**src/rtl/flex_pts_framer.sv**
```systemverilog
// Parallel-to-serial framer with a valid/ready load handshake, a one-word pending buffer and per-word length/bit order.
// Optional parity bit after the data bits when PTS_PARITY_EN is defined.
module flex_pts_framer #(
    parameter int   NUM_BITS   = 16,
    parameter int   CNT_W      = $clog2(NUM_BITS + 1),
    parameter logic IDLE_VAL   = 1'b1,
    parameter logic PARITY_ODD = 1'b0
) (
    input  logic                clk,
    input  logic                rst,
    input  logic                shift_enable,
    input  logic                load_valid,
    output logic                load_ready,
    input  logic [NUM_BITS-1:0] parallel_in,
    input  logic [CNT_W-1:0]    frame_len,
    input  logic                msb_first,
    output logic                serial_out,
    output logic                busy,
    output logic                frame_done
);

    localparam logic [CNT_W-1:0]    FULL_LEN = CNT_W'(NUM_BITS);
    localparam logic [CNT_W-1:0]    ONE      = CNT_W'(1);
    localparam logic [NUM_BITS-1:0] FILL     = {NUM_BITS{IDLE_VAL}};

    typedef enum logic [1:0] {
        S_IDLE,
        S_SHIFT
`ifdef PTS_PARITY_EN
        , S_PARITY
`endif
    } state_t;

    state_t                state_reg, state_next;
    logic [NUM_BITS-1:0]   shift_reg, shift_next;
    logic [CNT_W-1:0]      cnt_reg, cnt_next;
    logic                  msb_reg, msb_next;
    logic                  pend_full_reg, pend_full_next;
    logic [NUM_BITS-1:0]   pend_data_reg, pend_data_next;
    logic [CNT_W-1:0]      pend_len_reg, pend_len_next;
    logic                  pend_msb_reg, pend_msb_next;
    logic                  ready_reg, ready_next;
    logic                  done_reg, done_next;
    logic                  serial_reg, serial_next;
`ifdef PTS_PARITY_EN
    logic                  par_reg, par_next;
`else
    logic                  unused_cfg;
    assign unused_cfg = PARITY_ODD;
`endif

    logic [CNT_W-1:0]      eff_len;
    logic [CNT_W-1:0]      align_sh;
    logic [NUM_BITS-1:0]   shifted_data;
    logic [NUM_BITS-1:0]   msb_aligned;
    logic [NUM_BITS-1:0]   lsb_aligned;
    logic [NUM_BITS-1:0]   load_word;
    logic [NUM_BITS-1:0]   advanced;
    logic                  tap;
    logic                  end_frame;
    logic                  transfer;

    // Out-of-range lengths (0 or above NUM_BITS) mean a full-width frame.
    assign eff_len = ((frame_len == '0) || (frame_len > FULL_LEN)) ? FULL_LEN : frame_len;

    assign align_sh     = FULL_LEN - pend_len_reg;
    assign shifted_data = pend_data_reg << align_sh;

    generate
        for (genvar gi = 0; gi < NUM_BITS; gi++) begin : g_align
            localparam logic [CNT_W-1:0] POS = CNT_W'(gi);
            assign msb_aligned[gi] = (POS >= align_sh)     ? shifted_data[gi]  : IDLE_VAL;
            assign lsb_aligned[gi] = (POS <  pend_len_reg) ? pend_data_reg[gi] : IDLE_VAL;
        end
    endgenerate

    assign load_word = pend_msb_reg ? msb_aligned : lsb_aligned;
    assign tap       = msb_reg ? shift_reg[NUM_BITS-1] : shift_reg[0];
    assign advanced  = msb_reg ? {shift_reg[NUM_BITS-2:0], IDLE_VAL}
                               : {IDLE_VAL, shift_reg[NUM_BITS-1:1]};

    always_comb begin
        state_next     = state_reg;
        shift_next     = shift_reg;
        cnt_next       = cnt_reg;
        msb_next       = msb_reg;
        pend_full_next = pend_full_reg;
        pend_data_next = pend_data_reg;
        pend_len_next  = pend_len_reg;
        pend_msb_next  = pend_msb_reg;
        done_next      = 1'b0;
        end_frame      = 1'b0;
        transfer       = 1'b0;
`ifdef PTS_PARITY_EN
        par_next       = par_reg;
`endif

        case (state_reg)
            S_IDLE: transfer = pend_full_reg;
            S_SHIFT: begin
                if (shift_enable) begin
                    shift_next = advanced;
                    cnt_next   = cnt_reg - ONE;
`ifdef PTS_PARITY_EN
                    par_next = par_reg ^ tap;
                    if (cnt_reg == ONE) begin
                        state_next = S_PARITY;
                    end
`else
                    end_frame = (cnt_reg == ONE);
`endif
                end
            end
`ifdef PTS_PARITY_EN
            S_PARITY: end_frame = shift_enable;
`endif
            default: state_next = S_IDLE;
        endcase

        // A waiting word follows the finished frame on the same edge, so there is no idle gap.
        if (end_frame) begin
            done_next  = 1'b1;
            state_next = S_IDLE;
            shift_next = FILL;
            transfer   = pend_full_reg;
        end

        if (transfer) begin
            state_next     = S_SHIFT;
            shift_next     = load_word;
            cnt_next       = pend_len_reg;
            msb_next       = pend_msb_reg;
            pend_full_next = 1'b0;
`ifdef PTS_PARITY_EN
            par_next       = 1'b0;
`endif
        end

        // load_ready is low whenever a transfer can happen, so accept and transfer never coincide.
        if (load_valid && ready_reg) begin
            pend_full_next = 1'b1;
            pend_data_next = parallel_in;
            pend_len_next  = eff_len;
            pend_msb_next  = msb_first;
        end

        ready_next  = !pend_full_next;
        serial_next = msb_next ? shift_next[NUM_BITS-1] : shift_next[0];
`ifdef PTS_PARITY_EN
        if (state_next == S_PARITY) begin
            serial_next = par_next ^ PARITY_ODD;
        end
`endif
    end

    always_ff @(posedge clk) begin
        if (rst) begin
            state_reg     <= S_IDLE;
            shift_reg     <= FILL;
            cnt_reg       <= '0;
            msb_reg       <= 1'b0;
            pend_full_reg <= 1'b0;
            pend_data_reg <= '0;
            pend_len_reg  <= '0;
            pend_msb_reg  <= 1'b0;
            ready_reg     <= 1'b1;
            done_reg      <= 1'b0;
            serial_reg    <= IDLE_VAL;
`ifdef PTS_PARITY_EN
            par_reg       <= 1'b0;
`endif
        end else begin
            state_reg     <= state_next;
            shift_reg     <= shift_next;
            cnt_reg       <= cnt_next;
            msb_reg       <= msb_next;
            pend_full_reg <= pend_full_next;
            pend_data_reg <= pend_data_next;
            pend_len_reg  <= pend_len_next;
            pend_msb_reg  <= pend_msb_next;
            ready_reg     <= ready_next;
            done_reg      <= done_next;
            serial_reg    <= serial_next;
`ifdef PTS_PARITY_EN
            par_reg       <= par_next;
`endif
        end
    end

    assign load_ready = ready_reg;
    assign serial_out = serial_reg;
    assign frame_done = done_reg;
    assign busy       = (state_reg != S_IDLE);

endmodule

```
**config.mk**
```make
export PLATFORM = sky130hd
export DESIGN_NAME = flex_pts_framer
export DESIGN_NICKNAME = d
export VERILOG_FILES = /design/src/rtl/flex_pts_framer.sv
export SDC_FILE = /design/constraint.sdc
export NUM_CORES = 1
export LEC_CHECK = 0
export ABC_AREA = 1
export BUFFER_PORTS_ARGS = -buffer_cell sky130_fd_sc_hd__buf_2
export CAP_MARGIN = 20
export CORE_ASPECT_RATIO = 1.25
export CORE_MARGIN = 2
export CORE_UTILIZATION = 54
export CTS_CLUSTER_DIAMETER = 60
export CTS_CLUSTER_SIZE = 16
export DETAILED_ROUTE_END_ITERATION = 10
export PLACE_DENSITY = 0.87
export SLEW_MARGIN = 20
export SYNTH_ARGS = -nofsm -noshare
export SYNTH_HDL_FRONTEND = slang
export SYNTH_SLANG_ARGS = --single-unit
```
**constraint.sdc**
```tcl
create_clock -name clk -period 1.8 [get_ports clk]
set_input_delay 0.36 -clock clk [delete_from_list [all_inputs] [get_ports clk]]
set_output_delay 0.36 -clock clk [all_outputs]
set_load 0.01 [all_outputs]
```
==> impl_results.md, run 1 <==
- Status: finished clean
- Post-DR vias/cell: 5.73
- Register area share after synthesis: 0.287
- Seq pwr share: 0.399
- Worst Hold Path Cells: 3
- Static leakage: 0.00188 uW
- Worst Path Arrival: 1.92 ns
- Hold Path End: pend_data_reg[14]$_SDFFE_PP0P_
- Worst R2R Path Depth: 11
- PD cells: 824 nW/um2
- PortBufs: 29
- Total power: 3170 uW
- Synth top area share: 0.287
- Vias: 3852
- DRC: 0
- Worst R2R End: serial_out$_SDFF_PP1_
- Number of global-route vias before repair: 3662
- HP Start: parallel_in[14]
- RD Place Congestion: 0.973
- Initial antenna violation count: 0
- Routed len/inst: 14.9 um
- Antenna viol nets, final: 0
- Drt total wl: 10.0 mm
- Initial core utilization: 0.554
- Fmax: 588 MHz
- Worst vdd ir: 0.561 mV
- Max_cap viols: 0
- Setup violators final: 0
- First-pass GRT wire length: 16.8 mm
- Crit path max fanout: 7
- Layout Utilization: 0.624
- R2R Path Start: pend_len_reg[1]$_SDFFE_PP0P_
- Clock tree sinks: 49
- Root Buffer: clkbuf_8
- Pre-antenna DRT Iters: 7
- Mapped Nets: 588
- Die Height: 92.9 um
- Setup TNS: 0 ns
- Critical path class: reg -> reg
- Largest net degree at the start of global routing: 42
- Worst Skew: 0.00890 ns
- Worst-Skew Late Latency: 0.31 ns
- N_diodes: 0
- CP startpoint kind: flop
- Part of the power in combinational logic: 0.362
- Dominant cells by area after synthesis: dfxtp_1 29%, nand2_1 17%, o21ai_0 9.7%
- Actual slew at the worst max-slew pin: 0.434 ns
- Grt total ovfl: 0
- Synth warn: 0
- R2r setup slk: 0.1 ns
- Avg Inst Size Synth: 6.15 um2
- Core Rows: 32
- Cell area after synthesis: 3420 um2
- Max-slew headroom: 0.711
- Synth-to-layout area growth: 12.6%
- Bufs on Longest Clock Path: 2
- CORE AREA: 6170 um2
- Final hold viol count: 0
- Starting DRC count in detailed routing: 343
- Cell variety after synth: 36
- Final layout net count: 618
- Clock power frac: 0.239
- # IOs: 30
- Worst-path clk slew: 0.10 ns
- CP Capture Type: flop
- Final period util: 0.945
- Int Pwr: 1950 uW
- CP Data Required Time: 2.02 ns
- Layout cell share with drive strength beyond 1: 0.158
- Hold Path Class: in -> reg
- Switching Fraction: 0.385
- HPWL Detailed: 7.70 mm
- TritonCTS clock tree: done
- Die X: 75.2 um
- Max Transition Viols Final: 0
- Switching pwr: 1220 uW
- Die area: 6980 um2
- Total track usage: 0.307
- H-tree levels: 2
- Minimum clock period: 1.70 ns
- CTS Buf Count: 5
- Post-Synthesis Cells: 556
- Synth Register Bits: 49
- Synth area leader: dfxtp_1
==> timing repair <==
| action | 4_1_cts | 5_1_grt |
|---|---|---|
| setup endpoints to repair | 2 | 16 |
| hold endpoints to repair | 0 | 0 |
| pin swaps | 0 | 2 |
| buffers inserted | 0 | 1 |
| gates resized for setup | 2 | 13 |
| hold buffers | 0 | 0 |
==> Yosys cell counts (all sizes together) <==
| cell type | number |
|---|---|
| nand4 | 9 |
| or4 | 1 |
| nand3 | 56 |
| ha | 6 |
| o211ai | 7 |
| clkinv | 1 |
| inv | 58 |
| nand2 | 159 |
| dfxtp | 49 |
| nor3 | 5 |
| nor2 | 52 |
| a211oi | 4 |
| xor2 | 2 |
| or2 | 1 |
| nand3b | 1 |
| xnor2 | 1 |
| a21oi | 37 |
| o21ai | 71 |
| clkbuf | 9 |
| o21a | 5 |
| o21bai | 4 |
| buf | 18 |
==> cells by family after synthesis <==
group	after synthesis	share of synthesized area
buf+inv	86	0.110
compound gates	128	0.207
flops	49	0.287
xor+xnor	3	0.00769
fa+ha+maj	6	0.0220
simple gates	284	0.367
==> power by group through the flow <==
| stage | logic, uW | clock network (uW) | registers (uW) |
|---|---|---|---|
| floorplan | 811 | 0 | 1260 |
| global placement | 1070 | 0 | 1280 |
| detailed placement | 1090 | 0 | 1290 |
| CTS | 1100 | 751 | 1260 |
| global route | 1280 | 798 | 1280 |
| finish | 1150 | 758 | 1270 |
==> per-stage QoR <==
step                setup slack (ns)  instances  area [um2]  hold WS, ns
floorplan                    0.00119        556        3420        0.429
global placement              0.0312        663        3690        0.461
detailed placement            0.0160        663        3690        0.462
CTS                           0.0152        671        3800        0.300
global route                -0.00342        672        3850        0.319
finish                        0.0993        672        3850        0.300
==> worst max-delay path, cell delays in order (launching register included) <==
cell,delay (ns)
dfxtp_2,0.33
buf_4,0.16
nor2_4,0.15
nand2_1,0.11
nand2_1,0.12
nand2_2,0.11
nor2_4,0.19
nand3_1,0.15
nand3_1,0.10
nand2_1,0.07
nand3_1,0.06
nand2_1,0.05
==> layer usage <==
| layer | vias to the layer above | track usage | routed length [um] |
|---|---|---|---|
| met2 | 193 | 0.520 | 5010 |
| met5 | - | 0 | 0 |
| met4 | 0 | 0.135 | 390 |
| li1 | 1875 | - | - |
| met1 | 1754 | 0.378 | 3950 |
| met3 | 30 | 0.0392 | 685 |
==> worst max path at each step <==
stage	start	end	cells after the start
finish	pend_len_reg[1]$_SDFFE_PP0P_	serial_out$_SDFF_PP1_	11
CTS	pend_len_reg[0]$_SDFFE_PP0P_	serial_out$_SDFF_PP1_	12
global placement	pend_len_reg[1]$_SDFFE_PP0P_	serial_out$_SDFF_PP1_	12
floorplan	pend_len_reg[0]$_SDFFE_PP0P_	shift_reg[4]$_SDFFE_PP1P_	12
detailed placement	pend_len_reg[1]$_SDFFE_PP0P_	serial_out$_SDFF_PP1_	12
global route	pend_len_reg[0]$_SDFFE_PP0P_	shift_reg[10]$_SDFFE_PP1P_	14
==> final cells by class <==
cell class                 count  area [um2]
fill                         592        2320
multi-input combinational    421        2100
sequential                    49         986
timing repair buffer          50         319
inverter                      59         234
tap                           85         106
clock buffer                   7        96.3
clock inverter                 1        8.76
==> cell usage in the layout, fill, tap and decap left out, types with 2 or more instances in the layout <==
master / count
nor2_1: 48
xor2_1: 2
o21ai_2: 2
o21ai_0: 66
buf_4: 19
ha_4: 2
nand2_2: 4
a21oi_1: 37
clkbuf_8: 7
a211oi_1: 4
o21a_1: 5
o21ai_1: 3
o21bai_1: 3
inv_1: 49
o211ai_1: 6
nand4_1: 8
inv_2: 6
dfxtp_2: 4
nor2_4: 3
nor3_1: 4
nand2_1: 151
nand3_1: 55
nand2_4: 4
buf_2: 29
inv_4: 3
dfxtp_1: 45
ha_1: 4
No activity file was read; power rests on OpenSTA's default activity.
==> inputs of run 2 (changes only) <==
CORE_UTILIZATION = 58   (was 54)
PLACE_DENSITY = 0.89   (was 0.87)
clock period = 1.91 ns   (was 1.8 ns; I/O delays follow)
==> impl_results.md, run 2 (synthesized netlist as in run 1, its figures left out) <==
- Status: finished clean
- Post-route worst setup slack: 0.0527 ns
- Minimum clock period: 1.86 ns
- Worst-path cell with the longest stage delay: dfxtp_2
- Initial core utilization: 0.595
- Root Buffer: clkbuf_8
- Total power: 3080 uW
- Clock tree sinks: 49
- Initial antenna violation count: 0
- CTS Buf Count: 5
- Critical path class: reg -> reg
- Vias: 3864
- Worst vdd ir: 0.448 mV
- HPWL Detailed: 7.39 mm
- CP Cell Sequence: inv_2 > buf_4 > ha_2 > nand3_1 > nand2_2 > nand2_4 > nor2_4 > nand2_1 > o21ai_2 > nand3_2 > nand2_1 > nand2_1
- Worst-path clk slew: 0.11 ns
- Largest net degree at the start of global routing: 41
- Commonest non-fill, non-tap cell in the layout: nand2_1
- HP Start: rst
- Max-slew headroom: 0.692
- Antenna viol nets, final: 0
- CORE AREA: 5740 um2
- Drt total wl: 9.99 mm
- Number of global-route vias before repair: 3458
- Bufs on Longest Clock Path: 2
- Worst Skew: 0.0183 ns
- Worst R2R Path Depth: 12
- Worst Path Arrival: 2.08 ns
- Worst-Skew Late Latency: 0.31 ns
- Pre-antenna DRT Iters: 6
- Place WS: 0.00647 ns
- Hold Path Class: in -> reg
- Die area: 6530 um2
- Starting DRC count in detailed routing: 393
- First-pass GRT wire length: 15.9 mm
- Core Rows: 31
- Inst Count DP: 640
- Post-Layout Cell Count: 653
- Total track usage: 0.302
- Hold Path End: state_reg[0]$_SDFFE_PP0P_
- Actual slew at the worst max-slew pin: 0.461 ns
- H-tree levels: 2
- N_diodes: 0
- DRC: 0
- CP startpoint kind: flop
- Fmax: 538 MHz
- R2R Path Start: pend_len_reg[1]$_SDFFE_PP0P_
- Max Transition Viols Final: 0
- CP Data Required Time: 2.13 ns
- Die X: 72.7 um
- TritonCTS clock tree: done
- Hold Slack: 0.308 ns
- Post-DR vias/cell: 5.92
- Hold Buf Count CTS: 0
- # IOs: 30
- Crit path max fanout: 7
- Max_cap viols: 0
- Most frequent cells in the layout: 147 x nand2_1, 65 x o21ai_0, 54 x nand3_1
- Grt total ovfl: 0
- Final period util: 0.972
- Synth-to-layout area growth: 13.0%
- Worst R2R End: shift_reg[5]$_SDFFE_PP1P_
- Die Height: 89.8 um
- Slowest cell delay on critical path: 0.33 ns
- Routed len/inst: 15.3 um
- Final hold viol count: 0
- Final layout net count: 618
- RD Place Congestion: 0.990
- Most used cell, CP: nand2_1
- Static leakage: 0.00189 uW
- Layout cell share with drive strength beyond 1: 0.165
- CP Capture Type: flop
- Setup violators final: 0
- Setup TNS: 0 ns
- PortBufs: 29
- Worst Hold Path Cells: 2
- R2r setup slk: 0.05 ns
- PD cells: 798 nW/um2
run 2: final cells by class:
cell class,instances,area (um2)
Tap cell,66,82.6
Inverter,59,231
Clock buffer,6,72.6
Clock inverter,2,38.8
Sequential cell,49,983
Timing Repair Buffer,50,318
Fill cell,526,1880
Multi-Input combinational cell,421,2130
run 2: per-stage QoR:
step | util | cell area, um2
6_report | 0.672 | 3860
3_3_place_gp | 0.630 | 3620
2_1_floorplan | - | 3420
5_1_grt | 0.672 | 3860
4_1_cts | 0.650 | 3730
3_5_place_dp | 0.630 | 3620
run 2: worst max path at each step:
| stage | startpoint | to |
|---|---|---|
| 2_1_floorplan | pend_len_reg[1]$_SDFFE_PP0P_ | shift_reg[13]$_SDFFE_PP1P_ |
| 3_3_place_gp | pend_len_reg[1]$_SDFFE_PP0P_ | shift_reg[2]$_SDFFE_PP1P_ |
| 3_5_place_dp | pend_len_reg[1]$_SDFFE_PP0P_ | shift_reg[2]$_SDFFE_PP1P_ |
| 4_1_cts | pend_len_reg[1]$_SDFFE_PP0P_ | shift_reg[2]$_SDFFE_PP1P_ |
| 5_1_grt | pend_len_reg[1]$_SDFFE_PP0P_ | shift_reg[5]$_SDFFE_PP1P_ |
| 6_report | pend_len_reg[1]$_SDFFE_PP0P_ | shift_reg[5]$_SDFFE_PP1P_ |
run 2: power breakdown:
group	switching (uW)	total (uW)	internal [uW]	leakage [uW]
registers	76.9	1190	1110	0.000406
clock network	368	762	394	0.0000554
logic	722	1130	406	0.00143
run 2: worst max-delay path: cells and delay by family (launching register included):
family / cells / cell delay, ns
buffers and inverters: 2 / 0.19
adder cells (fa/ha/maj): 1 / 0.20
flip-flops: 1 / 0.33
AND/OR/NAND/NOR: 8 / 0.84
AO/OA/AOI/OAI: 1 / 0.20
run 2: timing repair:
| action | CTS | global route |
|---|---|---|
| pin swaps | 0 | 4 |
| buffers inserted | 0 | 5 |
| resized for setup | 1 | 25 |
| setup endpoints to repair | 1 | 13 |
run 2: metal layers:
| metal | track usage | routed length [um] | vias up |
|---|---|---|---|
| li1 | - | - | 1888 |
| met4 | 0.176 | 650 | 0 |
| met3 | 0.0359 | 643 | 55 |
| met5 | 0 | 0 | - |
| met1 | 0.373 | 3890 | 1702 |
| met2 | 0.494 | 4800 | 219 |
